==> src/rtl/lcd_pkg.sv <==
// Shared definitions for the HD44780-style LCD write controller:
// state encoding, delay-counter width, init command table and helpers.
package lcd_pkg;

    // Wide enough for the default 2.5M-cycle power-up wait.
    localparam int CNT_W = 22;

    typedef enum logic [2:0] {
        ESPERA_LIGAR = 3'd0,
        INIT_SETUP   = 3'd1,
        INIT_PULSO   = 3'd2,
        INIT_ESPERA  = 3'd3,
        OCIOSO       = 3'd4,
        ESCR_SETUP   = 3'd5,
        ESCR_PULSO   = 3'd6,
        ESCR_ESPERA  = 3'd7
    } estado_t;

    localparam logic [7:0] CMD_FUNCAO   = 8'h38;  // 8-bit bus, 2 lines, 5x8 font
    localparam logic [7:0] CMD_DISPLAY  = 8'h0C;  // display on, cursor off
    localparam logic [7:0] CMD_CLEAR    = 8'h01;
    localparam logic [7:0] CMD_ENTRADA  = 8'h06;  // increment, no shift
    localparam logic [7:0] CMD_HOME     = 8'h02;

    localparam logic [1:0] ULTIMO_INIT  = 2'd3;

    // Init command sequence, indexed 0..3.
    function automatic logic [7:0] cmd_init(input logic [1:0] idx);
        logic [7:0] c;
        case (idx)
            2'd0:    c = CMD_FUNCAO;
            2'd1:    c = CMD_DISPLAY;
            2'd2:    c = CMD_CLEAR;
            2'd3:    c = CMD_ENTRADA;
            default: c = CMD_FUNCAO;
        endcase
        return c;
    endfunction

    // Clear and home are the slow instructions; everything else uses the short wait.
    function automatic logic espera_longa(input logic is_cmd, input logic [7:0] b);
        return is_cmd && ((b == CMD_CLEAR) || (b == CMD_HOME));
    endfunction

endpackage

==> src/rtl/controlador_lcd_if.sv <==
// CPU request handshake plus the LCD pin bundle.
interface controlador_lcd_if;
    logic       req;
    logic       req_is_cmd;
    logic [7:0] req_byte;
    logic       ready;
    logic       init_done;
    logic       lcd_rs;
    logic       lcd_rw;
    logic       lcd_en;
    logic [7:0] lcd_data;

    modport master (
        output req, req_is_cmd, req_byte,
        input  ready, init_done, lcd_rs, lcd_rw, lcd_en, lcd_data
    );

    modport slave (
        input  req, req_is_cmd, req_byte,
        output ready, init_done, lcd_rs, lcd_rw, lcd_en, lcd_data
    );
endinterface

==> src/rtl/contador_atraso.sv <==
// Down-counting delay timer: load value-1 on entry, done when it reaches zero.
// Holds at zero instead of wrapping.
module contador_atraso
    import lcd_pkg::*;
#(
    parameter int W = CNT_W
) (
    input  logic         clk,
    input  logic         rst,
    input  logic         carga_i,
    input  logic [W-1:0] valor_i,
    output logic         done_o
);

    logic [W-1:0] cnt_q;

    // Load on strobe, otherwise count down and saturate at zero.
    always_ff @(posedge clk) begin
        if (rst) begin
            cnt_q <= {W{1'b0}};
        end else if (carga_i) begin
            cnt_q <= valor_i;
        end else if (cnt_q != {W{1'b0}}) begin
            cnt_q <= cnt_q - W'(1);
        end else begin
            cnt_q <= cnt_q;
        end
    end

    assign done_o = (cnt_q == {W{1'b0}});

endmodule

==> src/rtl/controlador_lcd.sv <==
// LCD write controller: power-up wait, four-command init, then single-byte
// writes with setup / enable pulse / post-write wait timing.
module controlador_lcd
    import lcd_pkg::*;
#(
    parameter int T_POWERUP = 2_500_000,
    parameter int T_EN      = 25,
    parameter int T_CMD     = 2_500,
    parameter int T_CLEAR   = 100_000
) (
    input  logic               clk,
    input  logic               rst,
    controlador_lcd_if.slave   bus
);

    // The first power-up cycle is spent loading the counter, so load two less.
    localparam logic [CNT_W-1:0] LD_LIGAR = (T_POWERUP >= 2) ? CNT_W'(T_POWERUP - 2)
                                                             : {CNT_W{1'b0}};
    localparam logic [CNT_W-1:0] LD_EN    = CNT_W'(T_EN - 1);
    localparam logic [CNT_W-1:0] LD_CMD   = CNT_W'(T_CMD - 1);
    localparam logic [CNT_W-1:0] LD_CLEAR = CNT_W'(T_CLEAR - 1);
    localparam logic [CNT_W-1:0] LD_SETUP = {CNT_W{1'b0}};

    estado_t          state_q, state_d;
    logic             arm_q, arm_d;
    logic [1:0]       idx_q, idx_d;
    logic             cmd_q, cmd_d;
    logic             rs_q, rs_d;
    logic [7:0]       data_q, data_d;
    logic             ready_q, init_done_q, en_q;
    logic             carga_s;
    logic [CNT_W-1:0] carga_val_s;
    logic [CNT_W-1:0] ld_espera_s;
    logic             done_s;

    contador_atraso #(.W(CNT_W)) u_atraso (
        .clk     (clk),
        .rst     (rst),
        .carga_i (carga_s),
        .valor_i (carga_val_s),
        .done_o  (done_s)
    );

    assign ld_espera_s = espera_longa(cmd_q, data_q) ? LD_CLEAR : LD_CMD;

    // Next-state, latched-write and counter-load decisions.
    always_comb begin
        state_d     = state_q;
        arm_d       = arm_q;
        idx_d       = idx_q;
        cmd_d       = cmd_q;
        rs_d        = rs_q;
        data_d      = data_q;
        carga_s     = 1'b0;
        carga_val_s = {CNT_W{1'b0}};
        case (state_q)
            ESPERA_LIGAR: begin
                if (!arm_q) begin
                    arm_d       = 1'b1;
                    carga_s     = 1'b1;
                    carga_val_s = LD_LIGAR;
                end else if (done_s) begin
                    state_d     = INIT_SETUP;
                    idx_d       = 2'd0;
                    cmd_d       = 1'b1;
                    rs_d        = 1'b0;
                    data_d      = cmd_init(2'd0);
                    carga_s     = 1'b1;
                    carga_val_s = LD_SETUP;
                end else begin
                    state_d = ESPERA_LIGAR;
                end
            end
            INIT_SETUP, ESCR_SETUP: begin
                if (done_s) begin
                    state_d     = (state_q == INIT_SETUP) ? INIT_PULSO : ESCR_PULSO;
                    carga_s     = 1'b1;
                    carga_val_s = LD_EN;
                end else begin
                    state_d = state_q;
                end
            end
            INIT_PULSO, ESCR_PULSO: begin
                if (done_s) begin
                    state_d     = (state_q == INIT_PULSO) ? INIT_ESPERA : ESCR_ESPERA;
                    carga_s     = 1'b1;
                    carga_val_s = ld_espera_s;
                end else begin
                    state_d = state_q;
                end
            end
            INIT_ESPERA: begin
                if (done_s && (idx_q == ULTIMO_INIT)) begin
                    state_d = OCIOSO;
                end else if (done_s) begin
                    state_d     = INIT_SETUP;
                    idx_d       = idx_q + 2'd1;
                    data_d      = cmd_init(idx_q + 2'd1);
                    carga_s     = 1'b1;
                    carga_val_s = LD_SETUP;
                end else begin
                    state_d = INIT_ESPERA;
                end
            end
            OCIOSO: begin
                if (bus.req) begin
                    state_d     = ESCR_SETUP;
                    cmd_d       = bus.req_is_cmd;
                    rs_d        = ~bus.req_is_cmd;
                    data_d      = bus.req_byte;
                    carga_s     = 1'b1;
                    carga_val_s = LD_SETUP;
                end else begin
                    state_d = OCIOSO;
                end
            end
            ESCR_ESPERA: begin
                if (done_s) begin
                    state_d = OCIOSO;
                end else begin
                    state_d = ESCR_ESPERA;
                end
            end
            default: begin
                state_d = ESPERA_LIGAR;
                arm_d   = 1'b0;
            end
        endcase
    end

    // State, latched write and registered pin outputs.
    always_ff @(posedge clk) begin
        if (rst) begin
            state_q     <= ESPERA_LIGAR;
            arm_q       <= 1'b0;
            idx_q       <= 2'd0;
            cmd_q       <= 1'b0;
            rs_q        <= 1'b0;
            data_q      <= 8'h00;
            ready_q     <= 1'b0;
            init_done_q <= 1'b0;
            en_q        <= 1'b0;
        end else begin
            state_q     <= state_d;
            arm_q       <= arm_d;
            idx_q       <= idx_d;
            cmd_q       <= cmd_d;
            rs_q        <= rs_d;
            data_q      <= data_d;
            ready_q     <= (state_d == OCIOSO);
            init_done_q <= init_done_q | (state_d == OCIOSO);
            en_q        <= (state_d == INIT_PULSO) || (state_d == ESCR_PULSO);
        end
    end

    assign bus.ready     = ready_q;
    assign bus.init_done = init_done_q;
    assign bus.lcd_rs    = rs_q;
    assign bus.lcd_rw    = 1'b0;
    assign bus.lcd_en    = en_q;
    assign bus.lcd_data  = data_q;

endmodule

==> src/flat_wrapper.sv <==
// flat-port wrapper written by rule: the top's interface ports become plain ports
module controlador_lcd_flat import lcd_pkg::*;
#(
    parameter int T_POWERUP = 2_500_000,
    parameter int T_EN      = 25,
    parameter int T_CMD     = 2_500,
    parameter int T_CLEAR   = 100_000
)
  (clk, rst, bus_req, bus_req_is_cmd, bus_req_byte, bus_ready, bus_init_done, bus_lcd_rs, bus_lcd_rw, bus_lcd_en, bus_lcd_data);
  controlador_lcd_if bus_i ();
  input  logic clk;
  input  logic rst;
  input wire logic [$bits(bus_i.req)-1:0] bus_req;
  input wire logic [$bits(bus_i.req_is_cmd)-1:0] bus_req_is_cmd;
  input wire logic [$bits(bus_i.req_byte)-1:0] bus_req_byte;
  output wire logic [$bits(bus_i.ready)-1:0] bus_ready;
  output wire logic [$bits(bus_i.init_done)-1:0] bus_init_done;
  output wire logic [$bits(bus_i.lcd_rs)-1:0] bus_lcd_rs;
  output wire logic [$bits(bus_i.lcd_rw)-1:0] bus_lcd_rw;
  output wire logic [$bits(bus_i.lcd_en)-1:0] bus_lcd_en;
  output wire logic [$bits(bus_i.lcd_data)-1:0] bus_lcd_data;
  assign bus_i.req = bus_req;
  assign bus_i.req_is_cmd = bus_req_is_cmd;
  assign bus_i.req_byte = bus_req_byte;
  assign bus_ready = bus_i.ready;
  assign bus_init_done = bus_i.init_done;
  assign bus_lcd_rs = bus_i.lcd_rs;
  assign bus_lcd_rw = bus_i.lcd_rw;
  assign bus_lcd_en = bus_i.lcd_en;
  assign bus_lcd_data = bus_i.lcd_data;
  controlador_lcd #(.T_POWERUP(T_POWERUP), .T_EN(T_EN), .T_CMD(T_CMD), .T_CLEAR(T_CLEAR)) u_core (.clk(clk), .rst(rst), .bus(bus_i));
endmodule
==> config.mk <==
export PLATFORM = sky130hd
export DESIGN_NAME = controlador_lcd_flat
export DESIGN_NICKNAME = d
export VERILOG_FILES = /design/src/rtl/lcd_pkg.sv /design/src/rtl/controlador_lcd_if.sv /design/src/rtl/contador_atraso.sv /design/src/rtl/controlador_lcd.sv /design/src/flat_wrapper.sv
export SDC_FILE = /design/constraint.sdc
export NUM_CORES = 1
export LEC_CHECK = 0
export CAP_MARGIN = 20
export CORE_UTILIZATION = 56
export DETAILED_ROUTE_END_ITERATION = 7
export PLACE_DENSITY = 0.83
export SYNTH_ARGS = -nofsm -noshare
export SYNTH_HDL_FRONTEND = slang
export SYNTH_SLANG_ARGS = --single-unit
==> constraint.sdc <==
create_clock -name clk -period 3.25 [get_ports clk]
set_input_delay 0.65 -clock clk [delete_from_list [all_inputs] [get_ports clk]]
set_output_delay 0.65 -clock clk [all_outputs]
set_load 0.03 [all_outputs]
Word-level counts from Yosys, hierarchy flattened
Index checks and enable logic that the tools add are counted.
Widths: inputs -> output; s select.
{"block": "word_totals", "mem_bits_ro": 0, "mem_count": 0, "mem_bits_rw": 0, "latch_bits": 0, "reg_bits": 41, "inputBits": 12}
{"block": "classes", "eq_ne": 21, "n_lt_le_gt_ge": 0, "shifts": 0, "muxes": 43, "n_addsub": 2, "n_bitwise": 2, "mul": 0, "reduce_logical": 18, "div": 0}
{"operator": "$mux 22", "n": 4}
{"operator": "$pmux 22 s3", "n": 1}
{"operator": "$mux 8", "n": 5}
{"operator": "$pmux 8 s4", "n": 1}
{"operator": "$pmux 8 s3", "n": 1}
{"operator": "$logic_not 22->1", "n": 1}
{"operator": "$reduce_bool 22->1", "n": 1}
{"operator": "$sub 22x1->22 const B", "n": 1}
{"operator": "$eq 3x3->1 const B", "n": 6}
{"operator": "$mux 3", "n": 6}
{"operator": "$pmux 3 s6", "n": 1}
{"operator": "$mux 17", "n": 1}
{"operator": "$mux 1", "n": 12}
{"operator": "$mux 2", "n": 6}
{"operator": "$eq 3x2->1 const B", "n": 3}
{"operator": "$eq 8x1->1 const B", "n": 1}
{"operator": "$eq 8x2->1 const B", "n": 1}
{"operator": "$eq 2x2->1 const B", "n": 3}
{"operator": "$ne 2x1->1 const B", "n": 3}
{"operator": "$reduce_and 6->1", "n": 1}
{"operator": "$reduce_bool 2->1", "n": 3}
{"operator": "$mux 5", "n": 1}
{"operator": "$reduce_and 5->1", "n": 1}
{"operator": "$ne 2x2->1 const B", "n": 2}
{"operator": "16 further kinds", "n": 20}

Depth between registers and ports, before layout
{"block": "depth", "word_depth": 7, "ltp_mapped": 8, "ltp_nobuf": 7}

Hierarchy
From an unflattened synthesis, not the netlist that was laid out.
{"block": "hier_totals", "hier_cells": 272, "hier_area_um2": 2285.9}
{"mod": "contador_atraso", "seq_area_each_um2": 440.4, "cells_each": 146, "area_each_um2": 1212.4, "instances": 1}
{"mod": "controlador_lcd", "seq_area_each_um2": 380.4, "cells_each": 126, "area_each_um2": 1073.5, "instances": 1}

Worst setup path after synthesis
OpenSTA, ideal clock, no wires.
{"block": "synth_timing", "path_kind": "register -> register", "start": "register u_core.u_atraso.cnt_q[0]", "end": "register u_core.idx_q[1]", "arrival_time_ps": 2491, "path_slack_ps": 689, "period_less_slack_ps": 2561, "stages_incl_launch_ff": 8, "t_required_ps": 3180, "path_cell_list": "dfxtp_1 -> inv_1 -> ha_1 -> or4b_4 -> or4_4 -> or4_4 -> or3_1 -> a21oi_1"}
{"block": "synth_between", "elab_chain_len": 4}
{"element": "start, declared", "line_no": "contador_atraso.sv:15", "rtl": "logic [W-1:0] cnt_q;"}
{"element": "start signal, assigned", "line_no": "contador_atraso.sv:20", "rtl": "cnt_q <= {W{1'b0}};"}
{"element": "start signal, assigned", "line_no": "contador_atraso.sv:22", "rtl": "cnt_q <= valor_i;"}
{"element": "start signal, assigned", "line_no": "contador_atraso.sv:24", "rtl": "cnt_q <= cnt_q - W'(1);"}
{"element": "$logic_not 22->1 *", "line_no": "contador_atraso.sv:30", "rtl": "assign done_o = (cnt_q == {W{1'b0}});"}
{"element": "$logic_and 1x1->1", "line_no": "controlador_lcd.sv:93", "rtl": "if (done_s && (idx_q == ULTIMO_INIT)) begin"}
{"element": "$ne 2x2->1 (no line)"}
{"element": "$reduce_and 5->1 (no line) *"}
{"element": "end signal, assigned", "line_no": "controlador_lcd.sv:146", "rtl": "idx_q <= idx_d;"}
{"element": "end, declared", "line_no": "controlador_lcd.sv:26", "rtl": "logic [1:0] idx_q, idx_d;"}
Mark *: on every way between the ends. The rest lies on a longest branch, timed or not.
A chain may end at the register's enable or synchronous reset.

Worst setup path after layout
Ends and elaborated chain as after synthesis.

==> metrics <==
share of post-route cells with drive strength above 1=9.40%; die area=about 4400 µm²; worst slew pin tran=751 ps; DRC violation total after the first TritonRoute iteration=186; final max-slew violation count=0; first-pass GRT wire length=9.68 mm; DRC=0; diodes inserted=0; Synth Register Bits=41; delay-heaviest family, CP=simple AND/OR/NAND/NOR gates; Clk Latency, worst-skew pair=290 ps; CP arrival=approximately 3000 ps; Hold-fix buffers, CTS=0; Final Setup Violations=0; vias in the first global route=2103; Avg Cell Area, Syn=8.26 µm²; VDD IR max=332 µV; Power per Cell Area=401 nW/µm²; Final Critical Period=~2800 ps; Post-synth EDFFs=0; area delta synth->final=14.8%; DR vias=2246; Worst Path Max Fanout=13; I/O Buffers=23; status=finished clean; post-place setup slack=465 ps; router iterations before antenna repair=5; Worst slew margin=49.5%; core area=3800 µm²; post-CTS setup buffer count=0; row count=22; post-synthesis sequential area ratio=35.5%; gpl congestion=0.874; Die Ht=66.3 µm; Synth top area share=35.5%; Via density=6.49; top post-synthesis cells by area=dfxtp_1 35%, a21oi_1 5.2%, nand2_1 3.2%; Fmax=roughly 0.36 GHz; largest net degree at the start of global routing=17; Post-synth top flop=dfxtp_1; library cells used by synthesis=59; PostCTS Resize Cnt=0; Clock Tree Buf Depth=2; Gate Count Post-Synth=280; most used cell, CP=or4_4; Initial Util=60.9%; Yosys top cell by area=dfxtp_1; Critical Path, Cell by Cell=inv_1, ha_1, or4b_4, or4_4, or4_4, or3_1, a21oi_1; GRT Util Overall=between 20% and 30%; count of final hold-check violations=0; Post-DRT Antenna Nets=0; drt total wl=5.85 mm; cell area after synthesis=2310 µm²; LEAKAGE=1.04 nW; Final nets=around 310; Slowest-stage cell, CP=or4_4; Crit path largest cell delay=610 ps; most common library cells after synthesis=41 x dfxtp_1, 24 x a21oi_1, 20 x nand2_1, 20 x nor2_1, 14 x inv_1; Clock transition at path regs=80 ps; drt wl/cell=16.9 µm; Max-Cap Viols=0; DPL Wire Length=4.18 mm; most common cell in the netlist=dfxtp_1; clk root buf=clkbuf_8; Clock Skew=9.68 ps; Post-Syn Nets=296; Hold Path Class=flip-flop to flip-flop; CTS buffer count=5; Synth warnings=0; Die Wd=66.3 µm; CTS tree=done; final setup margin=442 ps; Sink Count=41; WP data required=around 3500 ps; gr ovfl total=0; initial antenna violation count=0; Buf/Inv on CP=1; Setup TNS=0 ps; fraction of registers with async set/reset=0%; RSZ-0062 raised after global routing=false; CP Launch Type=flip-flop; htree depth=2; IO Count=25; Worst Setup Path Type=flip-flop to flip-flop; Final period util=86.4%; Crit. End Element=flip-flop
worst min-delay path, cell delays in order, from the launching register on:
cell and delay, ps:
dfxtp_1 310, nand2_1 60, o31ai_1 50
where the power goes:
part	total, W	switching (W)	internal, W
combinational	0.000180	0.000106	0.0000734
sequential	0.000546	0.0000244	0.000522
clock	0.000337	0.000169	0.000169
routing by layer:
metal | part of all wire (%) | global-route usage [%]
met1 | 46 | 39.1
met3 | 7.8 | 7.93
met2 | 45 | 46.3
met5 | 0 | 0
met4 | 1.3 | 8.51
path summary, 6_finish.rpt:
| kind | start | end | slack, ps | depth (start not counted) |
|---|---|---|---|---|
| worst max-delay path | u_core.u_atraso.cnt_q[0] | u_core.idx_q[1] | 440 | 7 |
| worst min-delay path | u_core.bus.init_done | u_core.bus.init_done | 460 | 2 |
| worst max register to register | u_core.u_atraso.cnt_q[0] | u_core.idx_q[1] | 440 | 7 |
| worst min register to register | u_core.bus.init_done | u_core.bus.init_done | 460 | 2 |
per-stage QoR:
step	hold slack, ps	instance area, µm²	std cells	utilization, %	total power [W]
6_report	464	2650	346	69.9	0.00106
5_1_grt	485	2650	346	69.9	0.00111
4_1_cts	470	2650	346	69.9	0.00106
3_5_place_dp	457	2570	339	67.6	0.000732
3_3_place_gp	439	2570	339	67.6	0.000727
2_1_floorplan	464	2310	280	-	0.000680
cells by family (layout without fill, tap and decap cells):
group                    Yosys count  after routing  share of synthesized area [%]
other                              1              1                          0.162
multiplexers                       6              6                           2.71
adder cells (fa/ha/maj)            4              4                           2.16
XOR/XNOR                          12             12                           4.55
AND/OR/NAND/NOR                   98             98                           24.4
AO/OA/AOI/OAI                     87             87                           25.3
buffers and inverters             31             49                           5.25
flip-flops                        41             41                           35.5
sequential cells by signal, summed over array words and instances (netlist names):
| name | flops |
|---|---|
| u_core.u_atraso.cnt_q | 22 |
| u_core.bus.lcd_data | 8 |
| u_core.state_q | 3 |
| u_core.idx_q | 2 |
| u_core.arm_q | 1 |
| u_core.bus.init_done | 1 |
| u_core.bus.lcd_en | 1 |
| u_core.bus.lcd_rs | 1 |
| u_core.bus.ready | 1 |
| u_core.cmd_q | 1 |
layout make-up:
class,instances,area (µm²)
clock buffer,7,86.3
fill,307,1140
inverter,15,56.3
multi-input combinational,208,1370
sequential,41,821
tap,48,60.1
timing repair buffer,27,260
cell usage in the layout, fill, tap and decap left out, types with 3 or more instances in the layout:
| cell type | Yosys | final |
|---|---|---|
| a211oi_1 | 6 | 6 |
| a21o_1 | 5 | 5 |
| a21oi_1 | 24 | 24 |
| a31oi_1 | 9 | 9 |
| and2_1 | 3 | 3 |
| and4_1 | 4 | 4 |
| buf_4 | 1 | 4 |
| clkbuf_8 | 0 | 6 |
| clkdlybuf4s50_1 | 0 | 23 |
| dfxtp_1 | 41 | 41 |
| ha_1 | 4 | 4 |
| inv_1 | 14 | 14 |
| mux2i_1 | 4 | 4 |
| nand2_1 | 20 | 20 |
| nand3_1 | 6 | 6 |
| nor2_1 | 20 | 20 |
| nor2b_1 | 3 | 3 |
| nor3_1 | 8 | 8 |
| nor4_1 | 10 | 10 |
| o21ai_0 | 13 | 13 |
| or2_2 | 5 | 5 |
| or3_1 | 3 | 3 |
| or4_1 | 3 | 3 |
| or4_4 | 3 | 3 |
| xnor2_1 | 4 | 4 |
| xor2_1 | 8 | 8 |
No activity file was read; power rests on OpenSTA's default activity.
